**config.mk**
```make
export PLATFORM = sky130hd
export DESIGN_NAME = branch_redirect_ctrl_flat
export DESIGN_NICKNAME = d
export VERILOG_FILES = /design/src/rtl/branch_redirect_if.sv /design/src/rtl/branch_redirect_ctrl.sv /design/src/flat_wrapper.sv
export SDC_FILE = /design/constraint.sdc
export NUM_CORES = 1
export LEC_CHECK = 0
export ABC_AREA = 0
export CAP_MARGIN = 30
export CORE_UTILIZATION = 33
export DETAILED_ROUTE_END_ITERATION = 10
export PLACE_DENSITY = 0.85
export SKIP_CTS_REPAIR_TIMING = 1
export SYNTH_ARGS = -nofsm -noshare
export SYNTH_HDL_FRONTEND = slang
export SYNTH_SLANG_ARGS = --single-unit
```
**constraint.sdc**
```tcl
create_clock -name clk -period 2.45 [get_ports clk]
set_clock_uncertainty 0.1 [all_clocks]
set_input_delay 0.49 -clock clk [delete_from_list [all_inputs] [get_ports clk]]
set_output_delay 0.49 -clock clk [all_outputs]
set_load 0.02 [all_outputs]
```
**src/rtl/branch_redirect_if.sv**
```systemverilog
// Interface between the EX-stage branch unit, the fetch/PC-update logic and the redirect controller.
// Perf-counter signals exist only when BRANCH_PERF_CNT_EN is defined.
interface branch_redirect_if #(
    parameter int PC_W  = 9,
    parameter int CNT_W = 32
);
    logic            ex_valid;
    logic            ex_is_branch;
    logic            ex_pcsel;
    logic [31:0]     ex_target;
    logic            if_ready;
    logic            redirect_valid;
    logic [PC_W-1:0] redirect_pc;
    logic            flush_ifid;
    logic            flush_idex;
    logic            target_err;
    logic            busy;
`ifdef BRANCH_PERF_CNT_EN
    logic [CNT_W-1:0] br_cnt;
    logic [CNT_W-1:0] taken_cnt;
    logic [CNT_W-1:0] stall_cnt;

    modport master (
        output ex_valid, ex_is_branch, ex_pcsel, ex_target, if_ready,
        input  redirect_valid, redirect_pc, flush_ifid, flush_idex, target_err, busy,
        input  br_cnt, taken_cnt, stall_cnt
    );
    modport slave (
        input  ex_valid, ex_is_branch, ex_pcsel, ex_target, if_ready,
        output redirect_valid, redirect_pc, flush_ifid, flush_idex, target_err, busy,
        output br_cnt, taken_cnt, stall_cnt
    );
`else
    logic unused_cnt_w;
    assign unused_cnt_w = (CNT_W > 0);

    modport master (
        output ex_valid, ex_is_branch, ex_pcsel, ex_target, if_ready,
        input  redirect_valid, redirect_pc, flush_ifid, flush_idex, target_err, busy
    );
    modport slave (
        input  ex_valid, ex_is_branch, ex_pcsel, ex_target, if_ready,
        output redirect_valid, redirect_pc, flush_ifid, flush_idex, target_err, busy
    );
`endif
endinterface

```
**src/rtl/branch_redirect_ctrl.sv**
```systemverilog
// Fetch redirect / wrong-path squash sequencer for taken branches resolved in EX.
// Optional perf counters (br/taken/stall) are built when BRANCH_PERF_CNT_EN is defined.
module branch_redirect_ctrl #(
    parameter int PC_W      = 9,
    parameter int FLUSH_CYC = 2,
    parameter int CNT_W     = 32
) (
    input logic             clk,
    input logic             reset,
    branch_redirect_if.slave bus
);
    localparam int SQ_W = $clog2(FLUSH_CYC + 1);
    localparam logic [SQ_W-1:0] SQ_INIT = SQ_W'(FLUSH_CYC - 1);
    localparam logic [SQ_W-1:0] SQ_ONE  = SQ_W'(1);

    typedef enum logic [1:0] {
        IDLE     = 2'd0,
        REDIRECT = 2'd1,
        SQUASH   = 2'd2
    } state_e;

    state_e          state_q, state_d;
    logic [SQ_W-1:0] sq_cnt_q, sq_cnt_d;
    logic [PC_W-1:0] pc_q, pc_d;
    logic            err_q, err_d;

    function automatic logic target_bad(input logic [31:0] t);
        return (t[1:0] != 2'b00) || ((t >> PC_W) != 32'd0);
    endfunction

    always_comb begin
        state_d  = state_q;
        sq_cnt_d = sq_cnt_q;
        pc_d     = pc_q;
        err_d    = err_q;
        case (state_q)
            IDLE: begin
                if (bus.ex_valid && bus.ex_pcsel) begin
                    state_d = REDIRECT;
                    pc_d    = {bus.ex_target[PC_W-1:2], 2'b00};
                    err_d   = target_bad(bus.ex_target);
                end
            end
            REDIRECT: begin
                if (bus.if_ready) begin
                    if (FLUSH_CYC > 1) begin
                        state_d  = SQUASH;
                        sq_cnt_d = SQ_INIT;
                    end else begin
                        state_d = IDLE;
                    end
                end
            end
            SQUASH: begin
                // EX contents here are wrong-path; only the countdown matters.
                if (sq_cnt_q == SQ_ONE) begin
                    state_d = IDLE;
                end
                sq_cnt_d = sq_cnt_q - SQ_ONE;
            end
            default: state_d = IDLE;
        endcase
    end

    always_ff @(posedge clk) begin
        if (reset) begin
            state_q  <= IDLE;
            sq_cnt_q <= '0;
            pc_q     <= '0;
            err_q    <= 1'b0;
        end else begin
            state_q  <= state_d;
            sq_cnt_q <= sq_cnt_d;
            pc_q     <= pc_d;
            err_q    <= err_d;
        end
    end

    assign bus.redirect_valid = (state_q == REDIRECT);
    assign bus.flush_idex     = (state_q == REDIRECT);
    assign bus.flush_ifid     = (state_q != IDLE);
    assign bus.busy           = (state_q != IDLE);
    assign bus.target_err     = err_q && (state_q == REDIRECT);
    assign bus.redirect_pc    = pc_q;

`ifdef BRANCH_PERF_CNT_EN
    logic [CNT_W-1:0] br_cnt_q, taken_cnt_q, stall_cnt_q;

    function automatic logic [CNT_W-1:0] sat_inc(input logic [CNT_W-1:0] v);
        return (&v) ? v : v + CNT_W'(1);
    endfunction

    always_ff @(posedge clk) begin
        if (reset) begin
            br_cnt_q    <= '0;
            taken_cnt_q <= '0;
            stall_cnt_q <= '0;
        end else begin
            if (state_q == IDLE && bus.ex_valid && bus.ex_is_branch) begin
                br_cnt_q <= sat_inc(br_cnt_q);
            end
            if (state_q == IDLE && state_d == REDIRECT) begin
                taken_cnt_q <= sat_inc(taken_cnt_q);
            end
            if (state_q == REDIRECT && !bus.if_ready) begin
                stall_cnt_q <= sat_inc(stall_cnt_q);
            end
        end
    end

    assign bus.br_cnt    = br_cnt_q;
    assign bus.taken_cnt = taken_cnt_q;
    assign bus.stall_cnt = stall_cnt_q;
`else
    logic unused_perf;
    assign unused_perf = bus.ex_is_branch & (CNT_W > 0);
`endif
endmodule

```
**src/flat_wrapper.sv**
```systemverilog
// flat-port wrapper written by rule: the top's interface ports become plain ports
module branch_redirect_ctrl_flat 
#(
    parameter int PC_W      = 9,
    parameter int FLUSH_CYC = 2,
    parameter int CNT_W     = 32
)
  (clk, reset, bus_ex_valid, bus_ex_is_branch, bus_ex_pcsel, bus_ex_target, bus_if_ready, bus_redirect_valid, bus_redirect_pc, bus_flush_ifid, bus_flush_idex, bus_target_err, bus_busy);
  branch_redirect_if #(.PC_W(PC_W), .CNT_W(CNT_W)) bus_i ();
  input logic clk;
  input logic reset;
  input wire logic [$bits(bus_i.ex_valid)-1:0] bus_ex_valid;
  input wire logic [$bits(bus_i.ex_is_branch)-1:0] bus_ex_is_branch;
  input wire logic [$bits(bus_i.ex_pcsel)-1:0] bus_ex_pcsel;
  input wire logic [$bits(bus_i.ex_target)-1:0] bus_ex_target;
  input wire logic [$bits(bus_i.if_ready)-1:0] bus_if_ready;
  output wire logic [$bits(bus_i.redirect_valid)-1:0] bus_redirect_valid;
  output wire logic [$bits(bus_i.redirect_pc)-1:0] bus_redirect_pc;
  output wire logic [$bits(bus_i.flush_ifid)-1:0] bus_flush_ifid;
  output wire logic [$bits(bus_i.flush_idex)-1:0] bus_flush_idex;
  output wire logic [$bits(bus_i.target_err)-1:0] bus_target_err;
  output wire logic [$bits(bus_i.busy)-1:0] bus_busy;
  assign bus_i.ex_valid = bus_ex_valid;
  assign bus_i.ex_is_branch = bus_ex_is_branch;
  assign bus_i.ex_pcsel = bus_ex_pcsel;
  assign bus_i.ex_target = bus_ex_target;
  assign bus_i.if_ready = bus_if_ready;
  assign bus_redirect_valid = bus_i.redirect_valid;
  assign bus_redirect_pc = bus_i.redirect_pc;
  assign bus_flush_ifid = bus_i.flush_ifid;
  assign bus_flush_idex = bus_i.flush_idex;
  assign bus_target_err = bus_i.target_err;
  assign bus_busy = bus_i.busy;
  branch_redirect_ctrl #(.PC_W(PC_W), .FLUSH_CYC(FLUSH_CYC), .CNT_W(CNT_W)) u_core (.clk(clk), .reset(reset), .bus(bus_i));
endmodule
```
==> impl_metrics.csv <==
group,metric,value,unit
status,outcome,"finished clean",
power,worst_ir_drop_vdd,0.443,mV
die,core_area,1730,um^2
timing,fin_ws,0.157,ns
power,seqPwrFrac,0.423,
placement,port_buffers,48,
setup_path,cp_cell_sequence,"nor2b_1 > and2_1 > clkdlybuf4s50_1",
timing,fin_crit_sh,0.936,
placement,dp_slack,0.323,ns
setup_path,slowest_stage,"clkdlybuf4s50_1",
setup_path,crit_required,1.86,ns
placement,dpl.cell_count,133,
route,num_vias,636,
route,routed_wl,1620,um
power,power_frac_clock,0.305,
route,avgRoutedWirePerCell,11.8,um
job,cap_violations,0,
synthesis,synth_cells,65,
power,p_leak,0.416,nW
clock_tree,cts_root_buf,"clkbuf_4",
clock_tree,cts_buffer_depth,2,
cells_and_area,stdcell_count,137,
cells_and_area,area_growth,82.7,%
die,die_w,44.9,um
clock_tree,cts.htree.levels,1,
timing,setup-violations-final,0,
placement,dpl.hpwl,1350,um
global_routing,grt_pass1_vias,534,
synthesis,ys.flop_type,"dfxtp_1",
synthesis,synth_edf_count,0,
route,drcViolationCount,0,
global_routing,grt_max_degree,13,
setup_path,critPathCaptureType,"output port",
timing,rsz0062_at_grt,"false",
setup_path,worstPathArrival,1.70,ns
route,dr.pass1.iters,2,
power,p_int,0.384,mW
clock_tree,numCtsBuffers,3,
cells_and_area,num_antenna_cells,0,
global_routing,globalRoute.totalOverflow,0,
timing,period_needed,2.29,ns
synthesis,yosysSeqAreaShare,0.395,
setup_path,cp-start-kind,"flop",
timing,tns,0,ns
worst_hold_path,hold_class,"reg2reg",
route,first_iter_violations,5,
power,p_sw,0.122,mW
die,dieArea,2020,um^2
die,row_count,15,
clock_tree,cts_sinks,12,
cells_and_area,layout.nets,152,
clock_tree,cts_tree,"done",
power,p_per_area,456,nW/um^2
synthesis,ys_seq_elements,12,
global_routing,antenna_found_initial,0,
synthesis,synthesis.area,608,um^2
timing,fmax,0.436,GHz
setup_path,cpPeakStageDelay,0.60,ns
power,finalPower,0.506,mW
setup_path,path_max_fanout,9,
die,io_pins,52,
die,die-height,44.9,um
route,vias_per_cell,4.64,
die,start_util,0.352,
clock_tree,path_clk_slew,0.08,ns
global_routing,grt_pass1_wl,2310,um
cells_and_area,final_layout_size_suffix_gt1_frac,0.0625,
synthesis,synth_warnings,0,
power,p_sw_frac,0.242,
placement,gp_congestion,0.680,
synthesis,async_reset_ff_frac,0,
timing,hold_viol,0,
setup_path,critical_path_class,"reg2out",
synthesis,avgSynthCellArea,9.36,um^2
clock_tree,clk_latency,0.26,ns
timing,drv_slew,0,
route,ant_nets,0,
synthesis,synth_cell_types,25,
global_routing,grtUsageTotal,0.161,
power,pwr-share-comb,0.272,
==> worst paths after layout <==
| path | slack, ns | depth (start not counted) | endpoint | from |
|---|---|---|---|---|
| setup reg to reg | 0.83 | 4 | u_core.bus.redirect_pc[7] | u_core.state_q[0] |
| hold reg to reg | 0.40 | 2 | u_core.bus.redirect_pc[5] | u_core.bus.redirect_pc[5] |
| hold / removal | 0.40 | 2 | u_core.bus.redirect_pc[5] | u_core.bus.redirect_pc[5] |
| setup / recovery | 0.16 | 3 | bus_target_err | u_core.state_q[0] |
==> registers in the layout, indices dropped and copies added, names as in the netlist <==
signal                  cells
u_core.bus.redirect_pc      7
u_core.err_q                1
u_core.sq_cnt_q             2
u_core.state_q              2
==> worst max-delay path, delay by kind of cell, from the launching register on <==
family | cells | cell delay (ns)
buffers and inverters | 1 | 0.60
DFF | 1 | 0.46
and+or+nand+nor | 2 | 0.39
==> power by group through the flow <==
| stage | logic (mW) | clock network (mW) | registers (mW) |
|---|---|---|---|
| after CTS | 0.139 | 0.156 | 0.214 |
| final | 0.138 | 0.154 | 0.214 |
| after global routing | 0.148 | 0.166 | 0.216 |
| after global placement | 0.135 | 0 | 0.218 |
| after detailed placement | 0.139 | 0 | 0.219 |
| after floorplan | 0.0542 | 0 | 0.224 |
==> final cells by class <==
class                   count  area [um^2]
clock buffers               4         36.3
fillers                   148          616
inverters                   2         7.51
multi-input cells          45          308
flip-flops and latches     12          240
well taps                  25         31.3
repair buffers             49          488
==> cell usage in the layout (no fill, tap or decap), types with 2 or more instances in the layout <==
| master | synthesis | routed |
|---|---|---|
| a21oi_1 | 2 | 2 |
| clkbuf_4 | 0 | 3 |
| clkdlybuf4s50_1 | 0 | 48 |
| conb_1 | 1 | 2 |
| dfxtp_1 | 12 | 12 |
| inv_1 | 2 | 2 |
| mux2i_1 | 7 | 7 |
| nand2_1 | 3 | 3 |
| nor2_1 | 11 | 11 |
| nor3_1 | 2 | 2 |
| nor4_1 | 4 | 4 |
| o221a_1 | 2 | 2 |
==> per-layer routing <==
layer	global-route usage	part of all wire	vias to the layer above	routed length, um
li1	-	-	318	-
met1	0.191	0.40	283	653
met4	0.0545	0.0025	0	4
met3	0.0480	0.12	2	192
met2	0.275	0.48	33	771
met5	0	0	-	0
==> Yosys cell counts (2+ instances only) <==
library cell / instances / area, um^2
o221a_1: 2 / 22.5
mux2i_1: 7 / 70.1
nor4_1: 4 / 25.0
nor3_1: 2 / 10.0
a21oi_1: 2 / 10.0
buf_6: 2 / 22.5
nand2_1: 3 / 11.3
buf_4: 4 / 30.0
dfxtp_1: 12 / 240
inv_1: 2 / 7.51
nor2_1: 11 / 41.3
==> cells by family after synthesis <==
kind of cell / Yosys count / share of synthesized area
compound gates: 6 / 0.0823
simple gates: 28 / 0.257
buf+inv: 9 / 0.105
other cells: 1 / 0.00617
flops: 12 / 0.395
fa+ha+maj: 1 / 0.0206
mux: 8 / 0.134
==> through the flow <==
step,hold WS [ns],area [um^2],util
after floorplan,0.368,612,-
after global placement,0.376,1070,0.622
after detailed placement,0.382,1070,0.622
after CTS,0.402,1110,0.643
after global routing,0.429,1110,0.643
final,0.396,1110,0.643
No activity file was read; power rests on OpenSTA's default activity.
